<file path="src/rtl/uart_load_pkg.sv">
// Shared types and constants for the UART program/data loader.
package uart_load_pkg;

  typedef enum logic [2:0] {
    ST_IDLE    = 3'd0,
    ST_GET_CNT = 3'd1,
    ST_GET_HI  = 3'd2,
    ST_GET_LO  = 3'd3,
    ST_RUN     = 3'd4
  } state_t;

  // Command bytes recognised in IDLE (and HALT in RUN)
  localparam logic [7:0] CMD_HALT      = 8'hA0;
  localparam logic [7:0] CMD_LOAD_DMEM = 8'hA1;
  localparam logic [7:0] CMD_LOAD_IMEM = 8'hA2;
  localparam logic [7:0] CMD_RUN       = 8'hA5;

  // uart_sel target encodings
  localparam logic [1:0] SEL_IDLE = 2'd0;
  localparam logic [1:0] SEL_DMEM = 2'd1;
  localparam logic [1:0] SEL_IMEM = 2'd2;

endpackage

</file>
<file path="src/rtl/load_timeout.sv">
// Inter-byte gap counter: counts idle cycles while a frame is open.
module load_timeout #(
  parameter logic [15:0] TIMEOUT = 16'd50000
) (
  input  logic clk,
  input  logic reset,
  input  logic clear,
  input  logic run,
  output logic expired
);

  logic [15:0] cnt_q, cnt_d;

  // expired is raw; the controller gives an arriving byte priority over it
  assign expired = run && (cnt_q == TIMEOUT - 16'd1);

  // Counter only advances while run is high; otherwise it is held at zero
  always_comb begin
    cnt_d = cnt_q;
    if (clear || !run || expired) cnt_d = 16'd0;
    else                          cnt_d = cnt_q + 16'd1;
  end

  // Counter register
  always_ff @(posedge clk) begin
    if (reset) cnt_q <= 16'd0;
    else       cnt_q <= cnt_d;
  end

endmodule

</file>
<file path="src/rtl/uart_load_ctrl.sv">
// UART loader: parses command frames into 16-bit word writes and
// controls the CPU hold line.
module uart_load_ctrl
  import uart_load_pkg::*;
#(
  parameter logic [15:0] TIMEOUT = 16'd50000
) (
  input  logic        clk,
  input  logic        reset,
  input  logic        rx_valid,
  input  logic [7:0]  rx_byte,
  output logic        uart_en,
  output logic [1:0]  uart_sel,
  output logic [15:0] uart_data,
  output logic        cpu_hold,
  output logic        busy,
  output logic        err
);

  state_t      state_q, state_d;
  logic [1:0]  target_q, target_d;
  logic [7:0]  remaining_q, remaining_d;
  logic [7:0]  hi_q, hi_d;
  logic        err_q, err_d;
  logic        en_q, en_d;
  logic [1:0]  sel_q, sel_d;
  logic [15:0] data_q, data_d;
  logic        in_frame;
  logic        tmo_expired;

  assign in_frame  = (state_q == ST_GET_CNT) || (state_q == ST_GET_HI) ||
                     (state_q == ST_GET_LO);
  assign busy      = in_frame;
  assign cpu_hold  = (state_q != ST_RUN);
  assign err       = err_q;
  assign uart_en   = en_q;
  assign uart_sel  = sel_q;
  assign uart_data = data_q;

  load_timeout #(.TIMEOUT(TIMEOUT)) u_tmo (
    .clk     (clk),
    .reset   (reset),
    .clear   (rx_valid),
    .run     (in_frame),
    .expired (tmo_expired)
  );

  // Next-state and strobe logic; strobe fields are zero unless a word completes
  always_comb begin
    state_d     = state_q;
    target_d    = target_q;
    remaining_d = remaining_q;
    hi_d        = hi_q;
    err_d       = err_q;
    en_d        = 1'b0;
    sel_d       = SEL_IDLE;
    data_d      = 16'd0;

    case (state_q)
      ST_IDLE: begin
        if (rx_valid) begin
          case (rx_byte)
            CMD_LOAD_DMEM: begin
              target_d = SEL_DMEM;
              err_d    = 1'b0;
              state_d  = ST_GET_CNT;
            end
            CMD_LOAD_IMEM: begin
              target_d = SEL_IMEM;
              err_d    = 1'b0;
              state_d  = ST_GET_CNT;
            end
            CMD_RUN: begin
              err_d   = 1'b0;
              state_d = ST_RUN;
            end
            default: err_d = 1'b1;
          endcase
        end
      end
      ST_GET_CNT: begin
        if (rx_valid) begin
          if (rx_byte == 8'd0) begin
            state_d = ST_IDLE;
          end else begin
            remaining_d = rx_byte;
            state_d     = ST_GET_HI;
          end
        end
      end
      ST_GET_HI: begin
        if (rx_valid) begin
          hi_d    = rx_byte;
          state_d = ST_GET_LO;
        end
      end
      ST_GET_LO: begin
        if (rx_valid) begin
          en_d        = 1'b1;
          sel_d       = target_q;
          data_d      = {hi_q, rx_byte};
          remaining_d = remaining_q - 8'd1;
          state_d     = (remaining_q == 8'd1) ? ST_IDLE : ST_GET_HI;
        end
      end
      ST_RUN: begin
        if (rx_valid && rx_byte == CMD_HALT) state_d = ST_IDLE;
      end
      default: state_d = ST_IDLE;
    endcase

    // Gap timeout aborts the frame unless a byte arrives this same cycle
    if (in_frame && !rx_valid && tmo_expired) begin
      state_d     = ST_IDLE;
      err_d       = 1'b1;
      hi_d        = 8'd0;
      remaining_d = 8'd0;
    end
  end

  // State and output registers
  always_ff @(posedge clk) begin
    if (reset) begin
      state_q     <= ST_IDLE;
      target_q    <= SEL_IDLE;
      remaining_q <= 8'd0;
      hi_q        <= 8'd0;
      err_q       <= 1'b0;
      en_q        <= 1'b0;
      sel_q       <= SEL_IDLE;
      data_q      <= 16'd0;
    end else begin
      state_q     <= state_d;
      target_q    <= target_d;
      remaining_q <= remaining_d;
      hi_q        <= hi_d;
      err_q       <= err_d;
      en_q        <= en_d;
      sel_q       <= sel_d;
      data_q      <= data_d;
    end
  end

endmodule

</file>
<file path="config.mk">
export PLATFORM = sky130hd
export DESIGN_NAME = uart_load_ctrl
export DESIGN_NICKNAME = d
export VERILOG_FILES = /design/src/rtl/uart_load_pkg.sv /design/src/rtl/load_timeout.sv /design/src/rtl/uart_load_ctrl.sv
export SDC_FILE = /design/constraint.sdc
export NUM_CORES = 1
export LEC_CHECK = 0
export CAP_MARGIN = 20
export CORE_MARGIN = 10
export CORE_UTILIZATION = 50
export CTS_CLUSTER_DIAMETER = 60
export DETAILED_ROUTE_END_ITERATION = 6
export PLACE_DENSITY = 0.78
export SYNTH_ARGS = -nofsm -noshare
export SYNTH_HDL_FRONTEND = slang
export SYNTH_SLANG_ARGS = --single-unit
</file>
<file path="constraint.sdc">
create_clock -name clk -period 3.9 [get_ports clk]
set_clock_uncertainty 0.2 [all_clocks]
set_input_delay 0.585 -clock clk [delete_from_list [all_inputs] [get_ports clk]]
set_output_delay 0.585 -clock clk [all_outputs]
set_load 0.01 [all_outputs]
</file>
==> out/qor.json <==
{
  "tritoncts": "done",
  "required_ns": 3.12,
  "globalRoute.totalOverflow": 0,
  "die_area_sq_um": 8250,
  "ctsHtreeMaxLevel": 3,
  "grt_pass1_vias": 1862,
  "reg2reg_to": "remaining_q[0]",
  "critical_path_depth": 3,
  "rr_startpoint": "u_tmo.cnt_q[14]",
  "dp_worst_setup_slack_ns": 1.18,
  "die_y_microns": 90.8,
  "vias_per_cell": 5.49,
  "postLayoutSetupSlackWorst_ns": 1.37,
  "worst_setup_hold_path_clk_slew_ns": 0.06,
  "io_pins": 33,
  "grt_start_max_net_pins": 19,
  "critical-path-slowest-cell": "sky130_fd_sc_hd__dfxtp_1",
  "fin_area_sq_um": 3100,
  "synth_flop_cell": "sky130_fd_sc_hd__dfxtp_1",
  "multiplexer_share_of_the_synthesized_area": 0.00399,
  "yosysWarningCount": 0,
  "number_of_enable_type_register_cells_in_the_synthesized_netlist": 0,
  "route.final.wire_length_mm": 5.59,
  "fin_util": 0.647,
  "number_of_drc_markers_after_the_initial_detailed_route_iteration": 151,
  "post-place-cells": 376,
  "r2r_slack_ns": 1.75,
  "gp_congestion": 0.864,
  "reg2regPathDepth": 4,
  "numClockSinks": 57,
  "placement_rows": 25,
  "buffer_ports.inserted": 32,
  "dieWidth_microns": 90.8,
  "grt_setup_unrepaired": "false",
  "tot_pwr_mw": 1.34,
  "post_synth_num_cell_types": 50,
  "antenna-diode-count": 0,
  "clk_latency_worst_skew_pair_ns": 0.33,
  "vdd_drop_max_mv": 0.250,
  "hold_class": "flip-flop to flip-flop",
  "critPathCapture": "busy",
  "critical_path.endpoint_type": "primary output",
  "placement.cell_area_sq_um": 2840,
  "final.period_utilization": 0.649,
  "compound_cell_area_share_of_the_yosys_netlist": 0.154,
  "core-area_sq_um": 4790,
  "drt-pass1-iter-count": 5,
  "grt_pass1_wl_mm": 9.12,
  "nets": 334,
  "cts_root_buf": "sky130_fd_sc_hd__clkbuf_8",
  "setup.worst_path.class": "flip-flop to primary output",
  "synth_async_sr_flop_share": 0,
  "worst_setup_path_start_kind": "flip-flop",
  "synth_area_per_cell_sq_um": 8.59,
  "ys_ff_latch": 57,
  "cts_made_buffers": 9,
  "outcome": "finished clean",
  "post_cts_resize_count": 0,
  "cts_max_path_buffers": 2,
  "number_of_antenna_violations_at_the_first_check_in_global_routing": 0,
  "final-max-slew-violation-count": 0,
  "max_cap_viol_count": 0,
  "path_delay_family": "flip-flops",
  "stdcell_count": 392,
  "vias": 2151,
  "path_buf_inv": 1,
  "start_util": 0.524,
  "crit_path_max_fanout": 16,
  "worstPathCellList": "nor2_1 > nor2_1 > clkdlybuf4s50_1",
  "max_clock_freq_mhz": 395,
  "timing.critical_path.arrival_ns": 1.75,
  "route.antenna.remaining_nets": 0,
  "drive_above_1_share": 0.0738,
  "timing_worst_slew_pin_value_ns": 0.838,
  "hold_ws_ns": 0.240,
  "timing.critical_path.from": "state_q[1]",
  "synth_fp_nets": 306,
  "synth_adder_area_share": 0.0150,
  "final.min_clock_period_ns": 2.53,
  "netlist_area_sq_um": 2510,
  "syn2layout_area_growth_pct": 23.6,
  "gr-usage-all-layers": 0.135,
  "portion_of_the_post_synthesis_area_used_by_sequential_elements": 0.455,
  "route.detailed.wl_per_inst_microns": 14.3,
  "power_density_cells_nw_per_um2": 434,
  "ctsHoldBuffers": 0,
  "hold_violations": 0,
  "post_synth_xor_area_fraction": 0.0349,
  "critical-path-max-stage-delay_ns": 0.59,
  "power.leakage_nw": 1.05,
  "synthCells": 292,
  "detailedPlacementHpwl_mm": 3.96,
  "synth_top_family_by_area": "simple AND/OR/NAND/NOR gates",
  "number_of_setup_buffers_added_after_cts": 0,
  "timing.max_slew.rel_slack": 0.436,
  "cpMostUsedCell": "sky130_fd_sc_hd__nor2_1",
  "final.setup.tns_ns": 0,
  "setup_violations": 0,
  "drc": 0,
  "area_fraction_in_and_or_nand_and_nor_cells_after_synthesis": 0.295
}
## where the power goes
group | leakage, nW | internal (mW) | total, mW | switching, mW
clock | 0.130 | 0.487 | 0.714 | 0.227
sequential | 0.459 | 0.584 | 0.586 | 0.00175
combinational | 0.464 | 0.0188 | 0.0442 | 0.0254
total | 1.05 | 1.09 | 1.34 | 0.254
## Yosys cell counts (4+ instances only)
cell,number,share of area
sky130_fd_sc_hd__a21oi_1,21,0.042
sky130_fd_sc_hd__a211oi_1,4,0.012
sky130_fd_sc_hd__a21o_1,5,0.015
sky130_fd_sc_hd__or3_1,9,0.022
sky130_fd_sc_hd__a31oi_1,5,0.012
sky130_fd_sc_hd__clkbuf_1,10,0.015
sky130_fd_sc_hd__nor2b_1,4,0.010
sky130_fd_sc_hd__dfxtp_1,57,0.46
sky130_fd_sc_hd__and3_1,4,0.010
sky130_fd_sc_hd__nand4_1,5,0.012
sky130_fd_sc_hd__and2_1,16,0.040
sky130_fd_sc_hd__nand2_1,31,0.046
sky130_fd_sc_hd__nor3_1,8,0.016
sky130_fd_sc_hd__xnor2_1,7,0.024
sky130_fd_sc_hd__nor2_1,25,0.037
sky130_fd_sc_hd__nand3_1,9,0.018
sky130_fd_sc_hd__o21ai_0,12,0.024
sky130_fd_sc_hd__inv_1,9,0.013
## worst min-delay path by stage
| stage | start | to | slack (ns) | cells past startpoint |
|---|---|---|---|---|
| finish | u_tmo.cnt_q[0] | u_tmo.cnt_q[0] | 0.24 | 1 |
| global route | u_tmo.cnt_q[0] | u_tmo.cnt_q[0] | 0.27 | 1 |
| CTS | u_tmo.cnt_q[0] | u_tmo.cnt_q[0] | 0.24 | 1 |
| detailed placement | u_tmo.cnt_q[0] | u_tmo.cnt_q[0] | 0.23 | 1 |
| global placement | u_tmo.cnt_q[0] | u_tmo.cnt_q[0] | 0.22 | 1 |
| floorplan | u_tmo.cnt_q[0] | u_tmo.cnt_q[0] | 0.21 | 1 |
## state kept, by name, indices dropped and copies added (netlist names)
| register | flops |
|---|---|
| remaining_q | 8 |
| target_q | 2 |
| state_q | 3 |
| hi_q | 8 |
| uart_data | 16 |
| uart_sel | 2 |
| u_tmo.cnt_q | 16 |
| uart_en | 1 |
| err | 1 |
## worst register-to-register path, stage by stage, from the launching register on
cell	delay (ns)
sky130_fd_sc_hd__dfxtp_1	0.36
sky130_fd_sc_hd__nor4bb_1	0.34
sky130_fd_sc_hd__nand4_1	0.28
sky130_fd_sc_hd__o21bai_2	0.71
sky130_fd_sc_hd__a211oi_1	0.10
## kinds of logic (layout without fill, tap and decap cells)
kind of cell	after synthesis	after routing
AOI/OAI and AO/OA	61	61
xor gates and xnor gates	10	10
adders and majority gates	3	3
buffers and inverters	24	57
DFF	57	57
muxes	1	1
and+or+nand+nor	136	136
## metal layers
layer	share of wire	wire [microns]	GRT usage	up-vias
li1	-	-	-	1081
met1	0.47	2640	0.176	1003
met2	0.45	2510	0.188	61
met3	0.066	371	0.0657	6
met4	0.013	72	0.0431	0
met5	0	0	0	-
## cell usage in the layout, fill, tap and decap left out, types with 2 or more instances in the layout
master / n
sky130_fd_sc_hd__a211oi_1: 4
sky130_fd_sc_hd__a21o_1: 5
sky130_fd_sc_hd__a21oi_1: 21
sky130_fd_sc_hd__a31oi_1: 5
sky130_fd_sc_hd__and2_1: 16
sky130_fd_sc_hd__and3_1: 4
sky130_fd_sc_hd__and3b_1: 3
sky130_fd_sc_hd__bufinv_16: 4
sky130_fd_sc_hd__clkbuf_8: 9
sky130_fd_sc_hd__clkdlybuf4s50_1: 32
sky130_fd_sc_hd__clkinv_2: 2
sky130_fd_sc_hd__dfxtp_1: 57
sky130_fd_sc_hd__ha_1: 3
sky130_fd_sc_hd__inv_1: 9
sky130_fd_sc_hd__nand2_1: 31
sky130_fd_sc_hd__nand3_1: 9
sky130_fd_sc_hd__nand3b_1: 3
sky130_fd_sc_hd__nand4_1: 5
sky130_fd_sc_hd__nor2_1: 25
sky130_fd_sc_hd__nor2b_1: 4
sky130_fd_sc_hd__nor3_1: 8
sky130_fd_sc_hd__nor4_1: 3
sky130_fd_sc_hd__nor4b_1: 2
sky130_fd_sc_hd__nor4bb_1: 3
sky130_fd_sc_hd__o21ai_0: 12
sky130_fd_sc_hd__o22ai_1: 2
sky130_fd_sc_hd__or2_2: 3
sky130_fd_sc_hd__or3_1: 9
sky130_fd_sc_hd__or3b_2: 2
sky130_fd_sc_hd__xnor2_1: 7
sky130_fd_sc_hd__xor2_1: 3
## layout make-up
class	instances	area (sq um)
fill	412	1690
multi-input combinational	211	1260
sequential	57	1140
timing repair buffer	32	320
clock inverter	6	130
clock buffer	10	128
tap	67	83.8
inverter	9	33.8
(Power assumes the default switching activity.)
